### config.mk
export PLATFORM = sky130hd
export DESIGN_NAME = johnson_counter_param
export DESIGN_NICKNAME = d
export VERILOG_FILES = /design/src/rtl/johnson_pkg.sv /design/src/rtl/johnson_phase_decode.sv /design/src/rtl/johnson_counter_param.sv
export SDC_FILE = /design/constraint.sdc
export NUM_CORES = 1
export LEC_CHECK = 0
export ABC_CLOCK_PERIOD_IN_PS = 7000
export CAP_MARGIN = 20
export CORE_MARGIN = 2
export CORE_UTILIZATION = 30
export DETAILED_ROUTE_END_ITERATION = 8
export DONT_BUFFER_PORTS = 1
export MAX_ROUTING_LAYER = met4
export PLACE_DENSITY = 0.42
export SLEW_MARGIN = 20
export SYNTH_ARGS = -nofsm -noshare
export SYNTH_HDL_FRONTEND = slang
export SYNTH_HIERARCHICAL = 1
export SYNTH_SLANG_ARGS = --single-unit
### constraint.sdc
create_clock -name Clk_In -period 7 [get_ports Clk_In]
set_input_delay 1.4 -clock Clk_In [delete_from_list [all_inputs] [get_ports Clk_In]]
set_output_delay 1.4 -clock Clk_In [all_outputs]
set_load 0.05 [all_outputs]
### src/rtl/johnson_pkg.sv
// Shared helpers for Johnson (twisted-ring) counters: phase<->code mapping and validity.
// Codes are carried LSB-aligned in a JOHNSON_MAX_W-bit container; callers pass the real width.
// Phase k < W: top k+1 bits set. Phase k >= W: top k-W+1 bits clear, rest set.
package johnson_pkg;

  localparam int JOHNSON_MAX_W = 32;

  typedef logic [JOHNSON_MAX_W-1:0] jcode_t;

  // Per-edge operation chosen by the counter core.
  typedef enum logic [2:0] {
    OP_HOLD    = 3'd0,
    OP_STEP_UP = 3'd1,
    OP_STEP_DN = 3'd2,
    OP_LOAD    = 3'd3,
    OP_CORRECT = 3'd4
  } jop_e;

  // Johnson code of a phase index; an out-of-range index maps to phase 0.
  function automatic jcode_t phase_to_code(input int width, input int phase);
    jcode_t code;
    int     p;
    int     t;
    code = '0;
    p    = (phase >= 0 && phase < 2 * width) ? phase : 0;
    for (int i = 0; i < JOHNSON_MAX_W; i++) begin
      t = width - 1 - i;
      if (i < width) begin
        if (p < width) code[i] = (t <= p);
        else           code[i] = (t >= p - width + 1);
      end
    end
    return code;
  endfunction

  // A code is valid when at most one adjacent-bit transition exists.
  function automatic bit code_is_valid(input int width, input jcode_t code);
    int trans;
    trans = 0;
    for (int i = 0; i < JOHNSON_MAX_W - 1; i++) begin
      if (i < width - 1 && code[i] != code[i+1]) trans++;
    end
    return (trans <= 1);
  endfunction

  // Binary phase of a code; illegal codes decode to 0.
  function automatic int code_to_phase(input int width, input jcode_t code);
    int ones;
    ones = 0;
    for (int i = 0; i < JOHNSON_MAX_W; i++) begin
      if (i < width && code[i]) ones++;
    end
    if (!code_is_valid(width, code)) return 0;
    if (code[width-1]) return ones - 1;
    return width + (width - ones) - 1;
  endfunction

endpackage

### src/rtl/johnson_phase_decode.sv
// Combinational Johnson code -> binary phase decoder with illegal-code flag.
// Latency: zero (pure combinational). Reusable by monitors outside the counter.
// No backpressure; outputs follow the input code continuously.
module johnson_phase_decode
  import johnson_pkg::*;
#(
  parameter  int WIDTH   = 8,
  localparam int PHASE_W = $clog2(2 * WIDTH)
) (
  input  logic [WIDTH-1:0]   i_count,
  output logic [PHASE_W-1:0] o_phase,
  output logic               o_illegal
);

  if (WIDTH < 2 || WIDTH > JOHNSON_MAX_W) begin : g_bad_width
    $error("johnson_phase_decode: WIDTH out of supported range");
  end

  jcode_t w_code_ext;

  assign w_code_ext = jcode_t'(i_count);

  // Decode phase and flag codes with more than one adjacent-bit transition.
  always_comb begin
    o_illegal = !code_is_valid(WIDTH, w_code_ext);
    o_phase   = PHASE_W'(code_to_phase(WIDTH, w_code_ext));
  end

endmodule

### src/rtl/johnson_counter_param.sv
// Parametrised up/down Johnson counter with phase load, phase decode, wrap strobe, illegal flag.
// Latency: one falling edge for step/load; Phase_Out/Illegal_Out combinational from Count_Out.
// No backpressure; Load_In > Enable_In > hold. Optional JOHNSON_SELF_CORRECT_EN forces phase 0 on illegal codes.
module johnson_counter_param
  import johnson_pkg::*;
#(
  parameter  int WIDTH   = 8,
  localparam int PHASE_W = $clog2(2 * WIDTH)
) (
  input  logic               Clk_In,
  input  logic               Reset_In,
  input  logic               Enable_In,
  input  logic               Dir_In,
  input  logic               Load_In,
  input  logic [PHASE_W-1:0] Load_Phase_In,
  output logic [WIDTH-1:0]   Count_Out,
  output logic [PHASE_W-1:0] Phase_Out,
  output logic               Wrap_Out,
  output logic               Illegal_Out
);

  localparam logic [WIDTH-1:0] PHASE0_CODE = {1'b1, {(WIDTH-1){1'b0}}};

  logic [WIDTH-1:0] r_count;
  logic             r_wrap;

  logic             w_illegal;
  logic             w_correct;
  jop_e             w_op;
  logic [WIDTH-1:0] w_load_code;
  logic [WIDTH-1:0] w_next_count;
  logic             w_next_wrap;

  johnson_phase_decode #(
    .WIDTH(WIDTH)
  ) u_decode (
    .i_count  (r_count),
    .o_phase  (Phase_Out),
    .o_illegal(w_illegal)
  );

`ifdef JOHNSON_SELF_CORRECT_EN
  assign w_correct = w_illegal;
`else
  assign w_correct = 1'b0;
`endif

  // The load path always goes through the phase map, so it cannot produce an illegal code.
  assign w_load_code = WIDTH'(phase_to_code(WIDTH, int'(Load_Phase_In)));

  // Pick this edge's operation: correction > load > enabled step > hold.
  always_comb begin
    w_op = OP_HOLD;
    if (w_correct)      w_op = OP_CORRECT;
    else if (Load_In)   w_op = OP_LOAD;
    else if (Enable_In) w_op = Dir_In ? OP_STEP_UP : OP_STEP_DN;
  end

  // Next code and wrap strobe; wrap only on an enabled step across the 2W-1/0 boundary.
  always_comb begin
    w_next_count = r_count;
    w_next_wrap  = 1'b0;
    case (w_op)
      OP_CORRECT: w_next_count = PHASE0_CODE;
      OP_LOAD:    w_next_count = w_load_code;
      OP_STEP_UP: begin
        w_next_count = {~r_count[0], r_count[WIDTH-1:1]};
        w_next_wrap  = (r_count == '0);
      end
      OP_STEP_DN: begin
        w_next_count = {r_count[WIDTH-2:0], ~r_count[WIDTH-1]};
        w_next_wrap  = (r_count == PHASE0_CODE);
      end
      default: ;
    endcase
  end

  // State register: falling-edge update, asynchronous active-high reset to phase 0.
  always_ff @(negedge Clk_In or posedge Reset_In) begin
    if (Reset_In) begin
      r_count <= PHASE0_CODE;
      r_wrap  <= 1'b0;
    end else begin
      r_count <= w_next_count;
      r_wrap  <= w_next_wrap;
    end
  end

  assign Count_Out   = r_count;
  assign Wrap_Out    = r_wrap;
  assign Illegal_Out = w_illegal;

endmodule

After elaboration in Yosys (flattened, before gate mapping) --
Cells that the tools add are included.
Storage, ports and cells: memories kept 0, word-level logic and storage cells 88, output and inout bits 14, bits in latches 0, bits in writable memories 0, ROM bits 0, input port bits 9, register bits after elaboration 9
Cells by class: add/subtract/negate cells 19, multiplexer cells 33, reduce and logical (&&, ||, !) cells 3, eq/ne operators 12, $lt $le $gt $ge 17, bitwise gates (word level) 2, divide/modulo/power cells 0, multiply operators 0, shifts and indexed selects 0
Operators with widths (count):
- $add A32 B2 Y32 const B | 6
- $mux W32 | 6
- $mux W4 | 10
- $le A32 B2 Y1 const B | 1
- $pmux W8 S4 | 1
- $add A4 B2 Y4 const B | 6
- $ge A4 B6 Y1 const A | 4
- $le A3 B4 Y1 const A | 4
- $ge A3 B6 Y1 const A | 2
- $mux W1 | 12
- $eq A8 B8 Y1 const B | 1
- $le A2 B4 Y1 const A | 2
- $logic_not A8 Y1 | 1
- $sub A4 B2 Y4 const B | 2
- $ne A1 B1 Y1 | 7
- $add A5 B2 Y6 const B | 1
- $eq A3 B2 Y1 const B | 2
- $ge A1 B6 Y1 const A | 1
- $ge A2 B6 Y1 const A | 1
- $mux W2 | 3
- $sub A4 B4 Y5 const B | 1
- $add A4 B4 Y4 const A | 1
- $le A1 B4 Y1 const A | 1
- $lt A4 B4 Y1 const B | 1
- other kinds (8) | 9

Logic depth before layout (Yosys ltp) --
Gate-level depths: netlist of the first run.
depth after elaboration 20, gate-level depth with buffers 23, mapped depth without buffers 22

Cells and area by module --
The synthesis of the first run kept the hierarchy.
Modules (own cells, without submodules):
- johnson_phase_decode | area each 1241.2 µm², instances 1, cells each 151, seq. area each 0.0 µm²
- johnson_counter_param | area each 813.3 µm², instances 1, cells each 95, seq. area each 226.5 µm²

==> metrics.txt, run 1 <==
clk sinks 9; met1 Use GR roughly 20%; DRT iter0 DRCs 52; DR vias/cell 5.003; CTS root buf clkbuf_8; max-slew violations 0; global route total overflow 0; layout cells sized above 1 39.66%; Worst-Margin Slew between 0.5 and 0.6 ns; starting density of the core 30.58%; pwr dens around 550 nW/um2; initial antenna violation count 0; worst clock skew 0.04183 ns; Critical Path AT between 7 and 8 ns; First-pass DRT Iterations 4; Layout Cells excl Fill between 300 and 400; Seq/Total Area, Yosys 11.02%; endpoint type of the worst setup path output pin; status complete, but fails checks; worst r2r src Count_Out[7]; # port buffers 0; Die Ht slightly below 90 um; part of the power in registers approximately 5.0%; DRC errors left 0; cell count after placement approximately 370; WL/cell 14.10 um; internal power 0.7713 mW; I/O pins 23; combinational share of power 90.8%; CP max FO 3; Worst Path Required about 5.6 ns; post-synthesis cell count 246; Mean Syn Cell Area 8.352 um2; switching share of power 48.90%; ant diodes 0; syn_nets 273; Yosys warnings 6; Min-Delay Path Class flip-flop to flip-flop; clock buffer depth 2; predominant post-synthesis flop cell dfrtn_1; final hold violations 0; Rel. slew slack 65.38%; met2 usage 26.64%; met3 Usage GRT 1.524%; Die ar. approximately 7500 um2; area grow syn2layout 33.01%; Net Sw Power 0.7381 mW; Layout Nets 323; all-layer global routing usage 15.75%; synth top area cells ha_1 (11%), dfrtn_1 (9.7%), nand2_1 (4.4%); failing checks setup timing; Max-Cap Viols 0; post-route antenna net violation count 0; Worst setup SP type flip-flop; final wirelength 5286 um; Clock Power Share about 4.2%; CTS tree yes; peak supply drop 0.3238 mV; CTS Buf Count 3; Leak 1.199 nW; final worst slack -2.394 ns; register bit total from synthesis 9; Detail Placement HPWL 4307 um; RePlAce Congestion 0.7505; Horiz. Die Dim 86.76 um; final setup fails 5; Yosys top cell by area ha_1; CP Class flip-flop to output pin; synth unique cells 69; H-tree levels 1; Yosys top cell area share 10.96%; Hold Path Cell Cnt 3; clk_lat worst skew 0.29 ns; min-delay src Count_Out[6]; global-route wire length before repair a little over 9000 um; Clock transition at path regs 0.04 ns; vias 1,876; Tot Pwr 1.509 mW; Post-Syn Area 2054 um2; unrepaired setup endpoints after global routing yes; R2R cell count 5; row cnt 30; Core ar. 6719 um2; crit path from Count_Out[0]; Async SR Flop Fraction 100.0%; pin count of the biggest net entering global routing 17; number of global-route vias before repair roughly 1,900; busiest grt layer met2; Post-synth EDFFs 0
## layout make-up
class	instances	area (um2)
fillers	690	3986
well taps	80	100.1
multi-input cells	198	1803
repair buffers	63	473.0
flip-flops and latches	9	226.5
clock buffers	3	41.29
inverters	20	80.08
clock inverters	2	8.758
## worst max-delay path: stages, from the launching register on
cell and delay (ns):
dfrtn_1 0.45, inv_4 0.05, ha_4 0.21, buf_4 0.13, xor2_1 0.15, ha_1 0.30, mux2_4 0.29, ha_4 0.25
nand2_4 0.06, nand3_4 0.08, ha_4 0.26, and2b_2 0.21, a31oi_1 0.14, ha_1 0.27, nand2_2 0.08, nand2_2 0.07
ha_4 0.22, or2_4 0.23, a311oi_2 0.21, nor4b_2 0.08, xnor3_1 0.24, and2_4 0.24
## timing repair
item	in CTS	in global routing
hold buffers	0	0
setup buffers	3	0
gates resized for setup	14	0
endpoints found under the setup margin	5	5
pin swaps	19	3
## cells in the mapped netlist (3+ instances only)
| cell type | count |
|---|---|
| xnor2_1 | 10 |
| nand2b_1 | 6 |
| mux2_2 | 3 |
| o21ai_0 | 10 |
| a22oi_1 | 3 |
| buf_2 | 4 |
| nor4_1 | 3 |
| clkbuf_1 | 5 |
| a31oi_1 | 3 |
| nor3_1 | 5 |
| nand4_1 | 3 |
| buf_6 | 5 |
| nor2b_1 | 4 |
| ha_1 | 18 |
| a211oi_1 | 4 |
| nand2_1 | 24 |
| nand3_1 | 8 |
| a221oi_1 | 4 |
| mux2i_1 | 3 |
| nor2_1 | 7 |
| inv_1 | 21 |
| nand3b_1 | 4 |
| o211ai_1 | 3 |
| o31ai_1 | 3 |
| a21oi_1 | 10 |
| dfrtn_1 | 8 |
| xor2_1 | 9 |
| and2_1 | 5 |
## stage by stage
stage	setup TNS, ns	hold WS, ns	area (um2)	util, %	worst slack (ns)
after floorplan	-13.23	0.6382	2170	-	-2.666
after global placement	-10.78	0.6409	2570	38.25	-2.294
after detailed placement	-11.03	0.6468	2570	38.25	-2.236
after CTS	-11.53	0.6493	2733	40.67	-2.399
after global routing	-12.50	0.7005	2733	40.67	-2.568
final	-11.36	0.6449	2733	40.67	-2.394
## power by group through the flow
stage,Combinational [mW],Sequential (mW),Clock [mW]
final,1.37,0.0748,0.0634
after global placement,1.24,0.0757,0.00179
after global routing,1.50,0.0768,0.0706
after floorplan,0.889,0.115,0.00179
after CTS,1.38,0.0753,0.0653
after detailed placement,1.25,0.0760,0.00179
## metal layers
| metal | share of wire [%] | up-vias |
|---|---|---|
| li1 | - | 988 |
| met1 | 47 | 859 |
| met2 | 49 | 21 |
| met3 | 1.9 | 8 |
| met4 | 1.8 | 0 |
| met5 | 0 | - |
## cells by family (layout without fill, tap and decap cells)
kind of cell               Yosys count  in the layout  synth area share (%)
AOI/OAI and AO/OA                   64             64                 23.94
muxes                                7              7                 4.202
and+or+nand+nor                     82             82                 21.68
DFF                                  9              9                 11.02
buffers and inverters               39             88                 10.84
adders and majority gates           18             18                 10.96
xor gates and xnor gates            27             27                 17.36
## final timing paths
path | end | slack [ns]
max | Phase_Out[3] | -2.39
min | Count_Out[6] | 0.64
max reg2reg | Count_Out[0] | 5.40
min reg2reg | Count_Out[6] | 0.64
max in group asynchronous | Count_Out[7] | 2.20
min in group asynchronous | Wrap_Out | 4.40
## layout by cell type (no fill, tap or decap), types with 4 or more instances in the layout
cell type | netlist | final
a211oi_1 | 4 | 4
a21oi_1 | 10 | 7
a221oi_1 | 4 | 4
and2_4 | 0 | 5
buf_4 | 2 | 63
dfrtn_1 | 8 | 8
ha_1 | 18 | 11
ha_4 | 0 | 7
inv_1 | 21 | 18
nand2_1 | 24 | 20
nand2b_1 | 6 | 6
nand3_1 | 8 | 7
nand3b_1 | 4 | 4
nor2_1 | 7 | 7
nor2b_1 | 4 | 4
nor3_1 | 5 | 5
o21ai_0 | 10 | 10
xnor2_1 | 10 | 10
xor2_1 | 9 | 9
## state kept, by name, summed over array words and instances (netlist names)
| register | count |
|---|---|
| Count_Out | 8 |
| Wrap_Out | 1 |
Note: power is estimated with default switching activity, not from simulation.
==> run 2: changes to the inputs <==
--- a/config.mk
+++ b/config.mk
@@ -7,6 +7,7 @@
 export LEC_CHECK = 0
 export ABC_CLOCK_PERIOD_IN_PS = 7000
 export CAP_MARGIN = 20
+export CORE_ASPECT_RATIO = 2
 export CORE_MARGIN = 2
 export CORE_UTILIZATION = 30
 export DETAILED_ROUTE_END_ITERATION = 8
==> run 2 against run 1 <==
The run still ends with setup timing left. Total power rose by 11%. Final cell count rose by 6.4%. Clock power rose by 64%. Count of clock-buffer cells in the layout rose by 1. First-iteration DRC count fell by 33%. Non-clock buffer count rose by 16. Die area rose by 0.53%. Sequential power rose by 3.6%. Register-to-register slack got worse by 0.07 ns. Highest routed layer unchanged.
==> metrics.txt, run 2 (synthesis results as in run 1) <==
Min-Delay Path Class flip-flop to flip-flop; DRC errors left 0 (unchanged); number of global-route vias before repair 2,173 (+13%); Layout Nets 339 (+5.0%); # port buffers 0 (unchanged); area grow syn2layout 43.18%; CP Class flip-flop to output pin; failing checks setup timing; layout cells sized above 1 43.73% (+4.1 points); peak supply drop 0.1656 mV (-49%); Worst setup SP type flip-flop; Die ar. 7566 um2 (+0.53%); R2R Path End Count_Out[0]; internal power 0.8729 mW (+13%); global route total overflow 0 (unchanged); switching share of power 47.84% (-1.1 points); max-slew violations 0 (unchanged); clk sinks 9 (unchanged); row cnt 42 (+40%); Hold Path Cell Cnt 3 (unchanged); endpoint type of the worst setup path output pin; global-route wire length before repair 9977 um (+6.6%); part of the power in registers 4.6% (-0.4 points); I/O pins 23 (unchanged); clock buffer depth 2 (unchanged); most common cell after layout, fill and taps aside buf_4; Rel. slew slack 63.00% (-2.4 points); Clock transition at path regs 0.03 ns (about the same); setup_tns -11.50 ns (-0.1415 ns); pre-CTS setup slack -2.398 ns (-0.1617 ns); Core ar. 6621 um2 (-1.5%); Worst Path Required 5.60 ns (about the same); commonest cells after routing, fill and taps aside buf_4 (76), nand2_1 (20), inv_1 (17); clk_lat worst skew 0.31 ns (+0.02 ns); Layout Cells excl Fill 399 (+6.4%); min-delay src Count_Out[4]; Worst-Margin Slew 0.5510 ns (+0.03176 ns); Horiz. Die Dim 62.52 um (-28%); Hold WS 0.6231 ns (-0.02188 ns); DR vias/cell 5.070 (+1.3%); CP max FO 5 (+2); Critical Path AT 7.97 ns (-0.02 ns); unrepaired setup endpoints after global routing yes; final worst slack -2.367 ns (+0.02706 ns); final wirelength 6199 um (+17%); Max-Cap Viols 0 (unchanged); Die Ht 121.0 um (+40%); ant diodes 0 (unchanged); max reg flops 8 (unchanged); Net Sw Power 0.8005 mW (+8.5%); CTS root buf clkbuf_16; WL/cell 15.54 um (+10%); Detail Placement HPWL 5251 um (+22%); post-route antenna net violation count 0 (unchanged); vias 2,023 (+7.8%); combinational share of power 89.2% (-1.6 points); R2R Setup Slk 5.33 ns (-0.07 ns); R2R cell count 5 (unchanged); First-pass DRT Iterations 4 (unchanged); final setup fails 5 (unchanged); CTS tree yes; hold endpoint Count_Out[4]; all-layer global routing usage 17.11% (+1.4 points); starting density of the core 31.03% (+0.45 points); pwr dens 568.9 nW/um2 (+3.0%); initial antenna violation count 0 (unchanged); final hold violations 0 (unchanged); CTS Buf Count 3 (unchanged); worst r2r src Count_Out[7]; Clock Power Share 6.2% (+2.0 points); status complete, but fails checks; Leak 1.302 nW (+8.6%); H-tree levels 1 (unchanged); pin count of the biggest net entering global routing 17 (unchanged); DRT iter0 DRCs 35 (-33%); worst clock skew 0.04277 ns (+0.0009379 ns); cell count after placement 385 (+4.6%); RePlAce Congestion 0.8086 (+7.7%)
## run 2: power groups by stage
stage | logic, mW | registers, mW | clock network (mW)
4_1_cts | 1.43 | 0.0771 | 0.104
2_1_floorplan | 0.889 | 0.115 | 0.00179
3_3_place_gp | 1.28 | 0.0778 | 0.00179
5_1_grt | 1.61 | 0.0794 | 0.108
3_5_place_dp | 1.28 | 0.0776 | 0.00179
6_report | 1.49 | 0.0775 | 0.104
## run 2: how the worst max path moves through the flow
stage | from | end | slack, ns | cells after the start
after floorplan | Count_Out[0] | Phase_Out[0] | -2.67 | 19
after global placement | Count_Out[1] | Phase_Out[0] | -2.35 | 17
after detailed placement | Count_Out[0] | Phase_Out[2] | -2.40 | 17
after CTS | Count_Out[0] | Phase_Out[2] | -2.34 | 18
after global routing | Count_Out[1] | Phase_Out[3] | -2.51 | 20
final | Count_Out[0] | Phase_Out[3] | -2.37 | 20
## run 2: stage by stage
stage	cell area [um2]	total power, mW	util (%)
CTS	2874	1.613	43.41
global route	2942	1.802	44.43
detailed placement	2648	1.361	39.98
finish	2942	1.673	44.43
global placement	2648	1.356	39.98
floorplan	2170	1.006	-
## run 2: layout make-up
class                      instances  area, um2
clock buffer                       4      78.83
tap                               88      110.1
timing repair buffer              79      604.3
clock inverter                     1      3.754
multi-input combinational        198       1836
fill                             724       3680
sequential                         9      226.5
inverter                          20      82.58
## run 2: worst max-delay path, stage by stage, from the launching register on
cell and delay [ns]:
dfrtn_1 0.44, inv_4 0.05, ha_4 0.26, xor2_2 0.17
ha_1 0.32, mux2_4 0.29, ha_4 0.25, nand2_4 0.08
nand3_4 0.07, ha_4 0.27, and2b_2 0.21, a31oi_1 0.15
ha_1 0.27, nand2_2 0.10, nand2_4 0.06, ha_4 0.24
or2_4 0.22, a311oi_2 0.21, nor4b_2 0.09, xnor3_1 0.21
and2_4 0.23
## run 2: metal layers
metal	track usage (%)	share of wire (%)	wire length, um
met1	12.80	30	1885
met2	39.65	66	4113
met3	1.763	2.2	134
met4	3.889	1.0	65
met5	-	0	0
## run 2: repair_timing
action | 4_1_cts | 5_1_grt
hold buffers | 0 | 0
endpoints found under the hold margin | 0 | 0
resized for setup | 16 | 8
pin swaps | 21 | 8
setup buffers | 8 | 3
endpoints found under the setup margin | 5 | 5
==> RTL change, RTL diff (config.mk and constraints of run 1) <==
`WIDTH` is set to 8 in 2 places; all go to 4.
--- a/src/rtl/johnson_phase_decode.sv
+++ b/src/rtl/johnson_phase_decode.sv
@@ -5,5 +5,5 @@
   import johnson_pkg::*;
 #(
-  parameter  int WIDTH   = 8,
+  parameter  int WIDTH   = 4,
   localparam int PHASE_W = $clog2(2 * WIDTH)
 ) (
--- a/src/rtl/johnson_counter_param.sv
+++ b/src/rtl/johnson_counter_param.sv
@@ -5,5 +5,5 @@
   import johnson_pkg::*;
 #(
-  parameter  int WIDTH   = 8,
+  parameter  int WIDTH   = 4,
   localparam int PHASE_W = $clog2(2 * WIDTH)
 ) (
Interface: changed (resized Count_Out, Load_Phase_In and Phase_Out); port bits go from 23 to 17. No check against the original RTL was run, so the function may have changed too.
==> RTL change against run 1 <==
- the flow still finishes with violations (setup timing)
- cell area fell by 58%
- worst setup slack gained 2.1 ns
- sequential cell count shrank 4
- wire length fell by 66%
- power decreased by 76%
- register-to-register slack improved by 0.22 ns
- area after synthesis fell by 62%
- first-iteration DRC count down 83%
==> RTL change: results (changes against run 1) <==
- Worst EP arrival: 5.87 ns (-2.12 ns)
- Clock transition at path regs: 0.04 ns (about the same)
- Max reg flops: 4 (-4)
- Setup-failing EPs final: 1 (-4)
- Outcome: finished with violations
- Global-route wire length before repair: 2.891 mm (-69%)
- Reg2reg path depth: 4 (-1)
- Async S/R FF share, synth: 100.0% (unchanged)
- H-tree Lvls: 1 (unchanged)
- Pint: 191.4 uW (-75%)
- Gr usage total: 13.57% (-2.2 points)
- Met2 global-route usage: 25.20% (-1.4 points)
- Final worst slack: -0.2696 ns (+2.125 ns)
- Yosys cell types: 39 (-43%)
- Mapped Cells: 94 (-62%)
- Post-detailed-route wirelength per cell: 11.92 um (-15%)
- Reg-to-Reg Start: Count_Out[3]$_DFFE_NP1P_
- Clock Tree Root: clkbuf_4
- Reg-to-reg slack, setup: 5.62 ns (+0.22 ns)
- Initial antenna violation count: 0 (unchanged)
- Worst Setup SP: Count_Out[1]$_DFFE_NP0P_
- Met3 usage: 1.639% (+0.12 points)
- Mapped Nets: 114 (-58%)
- Global Route met1 Usage: 14.99% (-4.9 points)
- Post-DR vias/cell: 5.007 (about the same)
- Seq/Total Area, Yosys: 16.37% (+5.3 points)
- Layout cells sized above 1: 42.98% (+3.3 points)
- Drt initial violations: 9 (-83%)
- RR Endpoint: Count_Out[0]$_DFFE_NP0P_
- Worst slew pin tran: 0.4399 ns (-0.07935 ns)
- Synth top area cells: ha_1 (19%), dfrtn_1 (13%), inv_1 (6.8%)
- Vias in the first global route: 705 (-63%)
- Largest net degree at the start of global routing: 10 (-7)
- Leakage: 0.0005564 uW (-54%)
- Failing checks: setup timing
- Critical Path Fanout Max: 4 (+1)
- Skew-Pair Late Insertion Delay: 0.30 ns
- GPL Wtd Cong: 0.6832 (-9.0%)
- Peak VDD IR: 0.2298 mV (-29%)
- Commonest cells post-synth: inv_1 (14), ha_1 (12), a21oi_1 (8)
- Clock Skew: 0.04728 ns (+0.005453 ns)
- Post-layout nets: 142 (-56%)
- Worst Setup EP: Phase_Out[2]
- DP Wirelength: 1.271 mm (-70%)
- Routed WL: 1.800 mm (-66%)
[RTL change: layer usage]
metal / routed length, um / share of wire (%)
met4: 0 / 0
met2: 977 / 54
met3: 40 / 2.2
met5: 0 / 0
met1: 782 / 43
[RTL change: cells by family after synthesis]
kind of cell / Yosys count / synth area share, %
AND/OR/NAND/NOR: 27 / 22.85
buffers and inverters: 19 / 11.83
XOR/XNOR: 3 / 3.404
flip-flops: 5 / 16.37
AO/OA/AOI/OAI: 25 / 22.04
adder cells (fa/ha/maj): 13 / 20.91
multiplexers: 2 / 2.593
[RTL change: through the flow]
stage	TNS [ns]	util, %	area [um^2]	worst slack [ns]
2_1_floorplan	-1.112	-	799.5	-0.5926
3_3_place_gp	-0.07415	38.99	957.2	-0.07415
3_5_place_dp	-0.09649	38.99	957.2	-0.09649
4_1_cts	-0.2675	44.34	1089	-0.2675
5_1_grt	-0.3724	46.28	1136	-0.3724
6_report	-0.2696	46.28	1136	-0.2696
[RTL change: power by group through the flow]
stage                     registers (uW)  logic, uW  clock network, uW
after floorplan                     61.7        142               1.79
after global placement              43.8        229               1.79
after detailed placement            43.9        229               1.79
after CTS                           44.6        268               36.2
after global routing                45.8        304               39.9
final                               44.6        284               36.5
[RTL change: area by class of cell]
cell class	instances	area, um^2
Clock inverter	1	3.754
Timing Repair Buffer	27	222.7
Inverter	14	52.55
Multi-Input combinational cell	70	666.9
Sequential cell	5	126.4
Fill cell	247	1319
Tap cell	30	37.54
Clock buffer	4	26.28
[RTL change: how the worst min path moves through the flow]
stage / startpoint / end / slack (ns) / depth (start not counted)
floorplan: Count_Out[3]$_DFFE_NP1P_ / Wrap_Out$_DFF_NP0_ / 0.63 / 2
global placement: Count_Out[3]$_DFFE_NP1P_ / Wrap_Out$_DFF_NP0_ / 0.55 / 2
detailed placement: Count_Out[3]$_DFFE_NP1P_ / Wrap_Out$_DFF_NP0_ / 0.55 / 2
CTS: Count_Out[0]$_DFFE_NP0P_ / Count_Out[0]$_DFFE_NP0P_ / 0.58 / 2
global route: Count_Out[3]$_DFFE_NP1P_ / Wrap_Out$_DFF_NP0_ / 0.63 / 2
finish: Count_Out[3]$_DFFE_NP1P_ / Wrap_Out$_DFF_NP0_ / 0.60 / 2
[RTL change: timing repair]
action / in CTS / in global routing
setup endpoints to repair: 1 / 1
resized for setup: 12 / 6
pin swaps: 6 / 6
setup buffers: 5 / 3
[RTL change: worst max-delay path, stage by stage (launching register included)]
cell	delay, ns
dfrtn_1	0.45
inv_2	0.07
ha_4	0.30
nand2b_4	0.14
nand2_4	0.05
ha_4	0.21
a211oi_4	0.22
o211a_1	0.23
nor3_2	0.06
nor3b_4	0.22
buf_12	0.16
